==> src/rtl/apple_spawn_controller.sv <==
// rtl/apple_spawn_controller.sv - apple respawn sequencer with snake-body collision scan
//
// Purpose: on each game tick, detect the head landing on the apple, pulse body
// growth, draw an LFSR candidate and scan the body memory so the new apple
// never lands on the snake. After MAX_RETRY rejected draws the last candidate
// is committed anyway and Spawn_fail pulses.
//
// Ports:
//   Clk_50mhz, Rst          clock, synchronous active-high reset
//   Game_tick               one-cycle pulse per game step
//   Head_x, Head_y          snake head position
//   Body_len                body segments excluding the head
//   Seg_rd_en, Seg_rd_addr  body memory read request
//   Seg_x, Seg_y            body memory data, valid the cycle after the request
//   Apple_x, Apple_y        current apple position
//   Body_add_sig            one-cycle grow pulse per eat event
//   Busy                    respawn in progress
//   Spawn_fail              one-cycle pulse on a forced commit
module apple_spawn_controller #(
    parameter int          X_MAX     = 38,
    parameter int          Y_MAX     = 28,
    parameter logic [10:0] LFSR_SEED = 11'h5A5,
    parameter int          MAX_RETRY = 8,
    parameter int          DEF_X     = 28,
    parameter int          DEF_Y     = 13
) (
    input  logic       Clk_50mhz,
    input  logic       Rst,
    input  logic       Game_tick,
    input  logic [5:0] Head_x,
    input  logic [4:0] Head_y,
    input  logic [5:0] Body_len,
    output logic       Seg_rd_en,
    output logic [5:0] Seg_rd_addr,
    input  logic [5:0] Seg_x,
    input  logic [4:0] Seg_y,
    output logic [5:0] Apple_x,
    output logic [4:0] Apple_y,
    output logic       Body_add_sig,
    output logic       Busy,
    output logic       Spawn_fail
);

    typedef enum logic [2:0] {IDLE, DRAW, SCAN, CHECK, COMMIT} state_t;

    localparam logic [5:0] XM       = 6'(X_MAX);
    localparam logic [4:0] YM       = 5'(Y_MAX);
    localparam logic [7:0] RETRY_LM = 8'(MAX_RETRY - 1);

    state_t      state_q;
    logic [10:0] lfsr_q;
    logic [10:0] lfsr_d;
    logic [5:0]  cand_x_q;
    logic [4:0]  cand_y_q;
    logic [5:0]  len_q;
    logic [5:0]  apple_x_q;
    logic [4:0]  apple_y_q;
    logic [5:0]  rd_addr_q;
    logic [7:0]  retry_q;
    logic        rd_en_q;
    logic        first_q;
    logic        forced_q;
    logic        add_q;
    logic        fail_q;

    logic [5:0]  xr;
    logic [4:0]  yr;
    logic [5:0]  fold_x;
    logic [4:0]  fold_y;
    logic        seg_hit;
    logic        reject_c;

    // Fibonacci LFSR, x^11 + x^9 + 1
    assign lfsr_d = {lfsr_q[9:0], lfsr_q[10] ^ lfsr_q[8]};

    // Fold raw LFSR fields into the legal 1..MAX range
    assign xr     = lfsr_q[10:5];
    assign yr     = lfsr_q[4:0];
    assign fold_x = (xr == 6'd0) ? 6'd1 : ((xr > XM) ? xr - XM : xr);
    assign fold_y = (yr == 5'd0) ? 5'd1 : ((yr > YM) ? yr - YM : yr);

    assign seg_hit = (Seg_x == cand_x_q) && (Seg_y == cand_y_q);

    // First SCAN cycle has no read data yet, so its compare is suppressed
    always_comb begin
        reject_c = 1'b0;
        case (state_q)
            DRAW:    reject_c = (fold_x == Head_x) && (fold_y == Head_y);
            SCAN:    reject_c = !first_q && seg_hit;
            CHECK:   reject_c = seg_hit;
            default: reject_c = 1'b0;
        endcase
    end

    always_ff @(posedge Clk_50mhz) begin
        if (Rst) begin
            state_q   <= IDLE;
            lfsr_q    <= LFSR_SEED;
            cand_x_q  <= 6'(DEF_X);
            cand_y_q  <= 5'(DEF_Y);
            len_q     <= 6'd0;
            apple_x_q <= 6'(DEF_X);
            apple_y_q <= 5'(DEF_Y);
            rd_addr_q <= 6'd0;
            retry_q   <= 8'd0;
            rd_en_q   <= 1'b0;
            first_q   <= 1'b0;
            forced_q  <= 1'b0;
            add_q     <= 1'b0;
            fail_q    <= 1'b0;
        end else begin
            lfsr_q <= lfsr_d;
            add_q  <= 1'b0;
            fail_q <= 1'b0;
            case (state_q)
                IDLE: begin
                    if (Game_tick && (apple_x_q == Head_x) && (apple_y_q == Head_y)) begin
                        add_q    <= 1'b1;
                        retry_q  <= 8'd0;
                        forced_q <= 1'b0;
                        state_q  <= DRAW;
                    end
                end
                DRAW: begin
                    cand_x_q <= fold_x;
                    cand_y_q <= fold_y;
                    len_q    <= Body_len;
                    if (Body_len == 6'd0) begin
                        state_q <= COMMIT;
                    end else begin
                        state_q   <= SCAN;
                        rd_en_q   <= 1'b1;
                        rd_addr_q <= 6'd0;
                        first_q   <= 1'b1;
                    end
                end
                SCAN: begin
                    first_q <= 1'b0;
                    if (rd_addr_q == len_q - 6'd1) begin
                        rd_en_q <= 1'b0;
                        state_q <= CHECK;
                    end else begin
                        rd_addr_q <= rd_addr_q + 6'd1;
                    end
                end
                CHECK: begin
                    state_q <= COMMIT;
                end
                COMMIT: begin
                    apple_x_q <= cand_x_q;
                    apple_y_q <= cand_y_q;
                    fail_q    <= forced_q;
                    state_q   <= IDLE;
                end
                default: state_q <= IDLE;
            endcase
            // A reject overrides the normal transition and drops any outstanding reads
            if (reject_c) begin
                rd_en_q <= 1'b0;
                if (retry_q < RETRY_LM) begin
                    retry_q <= retry_q + 8'd1;
                    state_q <= DRAW;
                end else begin
                    forced_q <= 1'b1;
                    state_q  <= COMMIT;
                end
            end
        end
    end

    assign Seg_rd_en    = rd_en_q;
    assign Seg_rd_addr  = rd_addr_q;
    assign Apple_x      = apple_x_q;
    assign Apple_y      = apple_y_q;
    assign Body_add_sig = add_q;
    assign Busy         = (state_q != IDLE);
    assign Spawn_fail   = fail_q;

endmodule
==> config.mk <==
export PLATFORM = sky130hd
export DESIGN_NAME = apple_spawn_controller
export DESIGN_NICKNAME = d
export VERILOG_FILES = /design/src/rtl/apple_spawn_controller.sv
export SDC_FILE = /design/constraint.sdc
export NUM_CORES = 1
export LEC_CHECK = 0
export BUFFER_PORTS_ARGS = -buffer_cell sky130_fd_sc_hd__buf_2
export CORE_ASPECT_RATIO = 0.8
export CORE_MARGIN = 4
export CORE_UTILIZATION = 45
export CTS_BUF_LIST = sky130_fd_sc_hd__clkbuf_16
export CTS_CLUSTER_DIAMETER = 200
export CTS_CLUSTER_SIZE = 8
export DETAILED_ROUTE_END_ITERATION = 8
export PLACE_DENSITY = 0.68
export SYNTH_ARGS = -nofsm -noshare
export SYNTH_HDL_FRONTEND = slang
export SYNTH_SLANG_ARGS = --single-unit
==> constraint.sdc <==
create_clock -name Clk_50mhz -period 5.88 [get_ports Clk_50mhz]
set_input_delay 0.294 -clock Clk_50mhz [delete_from_list [all_inputs] [get_ports Clk_50mhz]]
set_output_delay 0.294 -clock Clk_50mhz [all_outputs]
set_load 0.01 [all_outputs]
==> impl_metrics.ini, run 1 <==
[run_status]
outcome = finished, final reports clean

[clock_network]
cts_setup_buffers = 0
cts-root-buf = clkbuf_16
cts_resized = 0
cts_hold_buf = 0
cts_made_buffers = 9
htree_levels = 3
cts_tree = done
cts_sinks = 61
insertion_delay_ns = 0.33
clkSlewWorstSetupHoldPaths_ns = 0.05
clk_path_buf_depth = 2

[routing]
post_drt_wl_per_cell_um = 15.0
via_per_inst = 5.39
drc_errors = 0
drt-total-wl_mm = 7.57
ant_nets = 0
drt-pass1-iter-count = 4
drt_iter0_drc = 166
vias = 2729

[power]
power_density_mw_per_mm2 = 280
vdd_drop_max_mv = 0.156
p_leak_uw = 0.00155

[layout]
area_growth_pct = 19.7
layout_common_cells = dfxtp_1 (61), nand2_1 (51), buf_2 (51)
n_antenna_cell = 0
fill_cells = 617
nets = 454
drive_gt1_share_pct = 18.7
final_common_cell = dfxtp_1

[worst_setup_path]
worst_setup_path_start_kind = register
worst-r2r-setup-slack_ns = 3.06
crit_arrival_ns = 3.06
path_class = register to register
crit_path_max_incr_delay_ns = 0.75
critPathSlowestCell = or3b_1
cp_max_fo = 25
cp-end-kind = register
crit_buf_inv = 0
cp_top_family = simple AND/OR/NAND/NOR gates
cp.required_ns = 6.13
crit_path_cell_trace = or3b_1, nor4_1, nand4_1, o41a_1, or3_1, a21oi_1

[logic_synthesis]
synth_fa_ha_area_share_pct = 2.43
yosys.area.top_type = dfxtp_1
synth_top_family_by_area = simple AND/OR/NAND/NOR gates
synth_area_leaders = dfxtp_1 (39%), nand2_1 (6.2%), xor2_1 (5.9%), a21oi_1 (5.5%), xnor2_1 (4.8%)
synthMuxAreaShare_pct = 1.33
ys_types = 48
syn_nets = 406
syn_area_mm2 = 0.00309
synth-simple-area-share_pct = 27.1
synth_flop_cell = dfxtp_1
synth_cells = 369
synthXorXnorAreaFrac_pct = 11.3
avgSynthCellArea_um2 = 8.38
ys.warnings.count = 0
synth_top_area_share_pct = 39.5
synth-edff-count = 0
seq_area_frac_synth_pct = 39.5
synthArstFlopShare_pct = 0
synth-seq-cells = 61
synth-compound-area-share_pct = 14.7

[die]
core_mm2 = 0.00654
dieArea_mm2 = 0.00827
ios = 52
num_rows = 26
die_x_um = 101
die_y_um = 82.2
initial_core_util_pct = 47.3

[global_route]
use_met3_pct = 5.46
use_met2_pct = 27.8
overflow = 0
track_usage_pct = 19.4
grt_start_max_net_pins = 55
top_usage_layer = met2
grt_use_met1_pct = 27.6
grt_pass1_vias = 2506
grt_pass1_wl_mm = 12.4
antenna_found_initial = 0

[sta]
fin_crit_sh_pct = 47.9
final.min_clock_period_ns = 2.82
fin_tns_setup_ns = 0
setup_viol = 0
max_slew.worst_pin.slew_ns = 0.934
skew_ns = 0.00350
slew_headroom_pct = 37.8
hold_ws_ns = 0.221
max_freq_ghz = 0.355
slew_violations = 0
rsz0062_at_grt = false
finalHoldViolations = 0

[place]
dp_hpwl_mm = 5.42
gp_congestion = 0.892
port_buffers = 51

[worst_hold_path]
min_path_type = input pin to register

[run]
max_cap_violations = 0
==> power breakdown <==
group	switching, uW	total (uW)	leakage (uW)	internal, uW
sequential	9.67	429	0.000495	419
combinational	34.5	63.0	0.000894	28.5
clock	180	545	0.000162	365
==> worst paths after layout <==
path,start,endpoint,cells after the start
max,state_q[0]$_SDFFE_PP0P_,retry_q[0]$_SDFF_PP0_,6
min,Body_len[3],len_q[3]$_SDFFE_PP0P_,3
max reg2reg,state_q[0]$_SDFFE_PP0P_,retry_q[0]$_SDFF_PP0_,6
min reg2reg,retry_q[3]$_SDFF_PP0_,retry_q[3]$_SDFF_PP0_,2
==> per-stage QoR <==
stage	power [uW]	worst slack (ns)	cell area (um^2)	instances	util, %
5_1_grt	1080	2.85	3700	506	56.6
3_5_place_dp	500	3.09	3400	490	51.9
6_report	1040	3.06	3700	506	56.6
2_1_floorplan	477	3.48	3090	369	-
4_1_cts	1050	3.07	3700	506	56.6
3_3_place_gp	499	3.22	3400	490	51.9
==> per-layer routing <==
metal / part of all wire [%] / up-vias
li1: - / 1376
met1: 50 / 1271
met2: 43 / 73
met3: 6.2 / 9
met4: 1.1 / 0
met5: 0 / -
==> area by class of cell <==
cell class | count | area (um^2) | area share [%]
clock buffers | 9 | 225 | 6.08
clock inverters | 7 | 82.6 | 2.23
inverters | 13 | 48.8 | 1.32
multi-input cells | 280 | 1760 | 47.5
flip-flops and latches | 61 | 1220 | 33.0
well taps | 84 | 105 | 2.84
repair buffers | 52 | 263 | 7.09
==> synth_stat cells (4+ instances only) <==
library cell  count
nor4_1            5
dfxtp_1          61
nor3b_1           4
ha_1              6
and3_1           10
nand4_1           7
a211o_1           5
nand3b_1          9
and2_1            7
a21oi_1          34
nor2b_1           7
o21ai_0           4
xor2_1           21
o21a_1            5
nor3_1            7
nand3_1          10
nand2_1          51
nor2_1           29
clkbuf_1         13
xnor2_1          17
o211ai_1          4
inv_1            13
or2_2             5
==> worst min-delay path: stages <==
cell	delay [ns]
buf_2	0.10
nand2_1	0.05
a21oi_1	0.05
==> state kept, by name, summed over array words and instances, names as in the netlist <==
| name | flops |
|---|---|
| Apple_x | 6 |
| lfsr_q | 11 |
| first_q | 1 |
| Seg_rd_en | 1 |
| Spawn_fail | 1 |
| cand_x_q | 6 |
| retry_q | 8 |
| len_q | 6 |
| Apple_y | 5 |
| Body_add_sig | 1 |
| Seg_rd_addr | 6 |
| forced_q | 1 |
| state_q | 3 |
| cand_y_q | 5 |
==> cells by family (layout without fill, tap and decap cells) <==
| group | Yosys count | count (layout) |
|---|---|---|
| compound gates | 68 | 68 |
| xor+xnor | 39 | 39 |
| fa+ha+maj | 6 | 6 |
| buf+inv | 28 | 81 |
| flops | 61 | 61 |
| mux | 4 | 4 |
| simple gates | 163 | 163 |
Power figures use the tool's default switching activity.
==> run 2, diff against run 1 <==
clock period = 2.9 ns   (was 5.88 ns; I/O delays follow)
==> run 2 against run 1 <==
Routed wire length fell by 2.4%. Setup slack got worse by 2.8 ns. Global-route usage fell by 0.22 points. Design area rose by 0.17%. Worst hold slack got worse by 0.15 ns. Via count rose by 0.29%. Critical path depth rose by 3. Combinational power rose by 100%. Sequential share of layout area fell by 0.056 points.
==> impl_metrics.ini, run 2 (synthesis results as in run 1) <==
[die]
initial_core_util_pct = 47.3
dieArea_mm2 = 0.00827
core_mm2 = 0.00654
num_rows = 26
die_x_um = 101
ios = 52
die_y_um = 82.2

[worst_setup_path]
cp_max_fo = 5
worst-r2r-setup-slack_ns = 0.23
r2r-end = retry_q[0]$_SDFF_PP0_
path_class = register to register
cp-end-kind = register
critPathSlowestCell = or4b_4
cp.required_ns = 3.14
critPathLaunch = lfsr_q[2]$_SDFF_PP1_
reg2reg_from = lfsr_q[2]$_SDFF_PP1_
crit_path_cell_trace = inv_1, ha_1, or4b_4, o211ai_2, xor2_1, o2111ai_2, o41a_1, or3_1, a21oi_1
reg2reg_depth = 9
crit_arrival_ns = 2.91
crit_end = retry_q[0]$_SDFF_PP0_
worst_setup_path_start_kind = register
crit_path_max_incr_delay_ns = 0.48

[clock_network]
cts_sinks = 61
cts_made_buffers = 9
clk_path_buf_depth = 2
clkSlewWorstSetupHoldPaths_ns = 0.05
cts_hold_buf = 0
cts_resized = 0
cts-root-buf = clkbuf_16
htree_levels = 3
insertion_delay_ns = 0.32
cts_setup_buffers = 0
cts_tree = done

[power]
p_leak_uw = 0.00155
power_density_mw_per_mm2 = 566
vdd_drop_max_mv = 0.307

[sta]
finalHoldViolations = 0
setup_viol = 0
rsz0062_at_grt = false
worst_slack_ns = 0.226
fin_tns_setup_ns = 0
max_freq_ghz = 0.374
slew_violations = 0
fin_crit_sh_pct = 92.2
skew_ns = 0.00598
final.min_clock_period_ns = 2.67
slew_headroom_pct = 36.4
max_slew.worst_pin.slew_ns = 0.954
hold_ws_ns = 0.0751

[routing]
drt-pass1-iter-count = 4
drt_iter0_drc = 143
via_per_inst = 5.40
vias = 2737
drt-total-wl_mm = 7.38
ant_nets = 0
post_drt_wl_per_cell_um = 14.6
drc_errors = 0

[layout]
final_common_cell = dfxtp_1
biggestRegsByFlops = lfsr_q: 11 flops, retry_q: 8 flops
fin_cells = 507
stdcell_area_mm2 = 0.00371
largest-register = lfsr_q
layout_common_cells = dfxtp_1 (61), nand2_1 (51), buf_2 (51)
n_antenna_cell = 0
nets = 455
largest_register_ffs = 11
fill_cells = 618
area_growth_pct = 19.9
multiInputGateArea_mm2 = 0.00176
drive_gt1_share_pct = 18.7
regArea_mm2 = 0.00122

[global_route]
grt_pass1_wl_mm = 12.2
top_usage_layer = met1
use_met3_pct = 6.63
overflow = 0
grt_start_max_net_pins = 55
antenna_found_initial = 0
use_met2_pct = 26.9
track_usage_pct = 19.2
grt_pass1_vias = 2476
grt_use_met1_pct = 28.0

[place]
dp.cells = 491
port_buffers = 51
post-place-ws_ns = 0.244
dp_hpwl_mm = 5.39
place_area_mm2 = 0.00340
gp_congestion = 0.801

[run_status]
outcome = finished, final reports clean

[run]
max_cap_violations = 0

[worst_hold_path]
min_path_type = input pin to register
holdPathStages = 3
==> run 2: changes by cell type in the layout (fill, tap and decap cells not counted) <==
| cell | before | now |
|---|---|---|
| clkinv_2 | 3 | 2 |
| clkinv_1 | 0 | 2 |
| buf_4 | 1 | 2 |
| inv_1 | 15 | 14 |
==> run 2: critical path: cells and delay by family (launching register included) <==
kind / cells / cell delay (ns)
AOI/OAI and AO/OA: 4 / 0.90
and+or+nand+nor: 2 / 0.86
DFF: 1 / 0.35
xor gates and xnor gates: 1 / 0.20
adders and majority gates: 1 / 0.16
buffers and inverters: 1 / 0.10
==> run 2: metrics by stage <==
stage	utilization, %	power, uW
5_1_grt	56.7	2180
3_3_place_gp	52.0	1010
6_report	56.7	2100
4_1_cts	56.7	2120
3_5_place_dp	52.0	1010
2_1_floorplan	-	966
==> run 2: how the worst min path moves through the flow <==
| stage | from | end | slack (ns) |
|---|---|---|---|
| after detailed placement | Body_len[2] | len_q[2]$_SDFFE_PP0P_ | 0.41 |
| after global placement | Body_len[1] | len_q[1]$_SDFFE_PP0P_ | 0.40 |
| after global routing | Body_len[3] | len_q[3]$_SDFFE_PP0P_ | 0.07 |
| after CTS | Body_len[2] | len_q[2]$_SDFFE_PP0P_ | 0.07 |
| final | Body_len[3] | len_q[3]$_SDFFE_PP0P_ | 0.08 |
| after floorplan | Body_len[1] | len_q[1]$_SDFFE_PP0P_ | 0.28 |
==> run 2: report_power, final <==
group	internal, uW	switching, uW	leakage, uW
combinational	57.9	70.3	0.000898
sequential	850	19.6	0.000495
clock	739	363	0.000155
==> run 2: area by class of cell <==
class / count / area share, %
Inverter: 13 / 1.32
Multi-Input combinational cell: 280 / 47.4
Tap cell: 84 / 2.83
Sequential cell: 61 / 32.9
Clock buffer: 9 / 6.07
Clock inverter: 7 / 2.19
Timing Repair Buffer: 53 / 7.28
==> run 2: per-layer routing <==
| metal | vias up | routed length (um) |
|---|---|---|
| met5 | - | 0 |
| met1 | 1267 | 3710 |
| met2 | 85 | 3140 |
| met4 | 0 | 27 |
| li1 | 1383 | - |
| met3 | 2 | 507 |
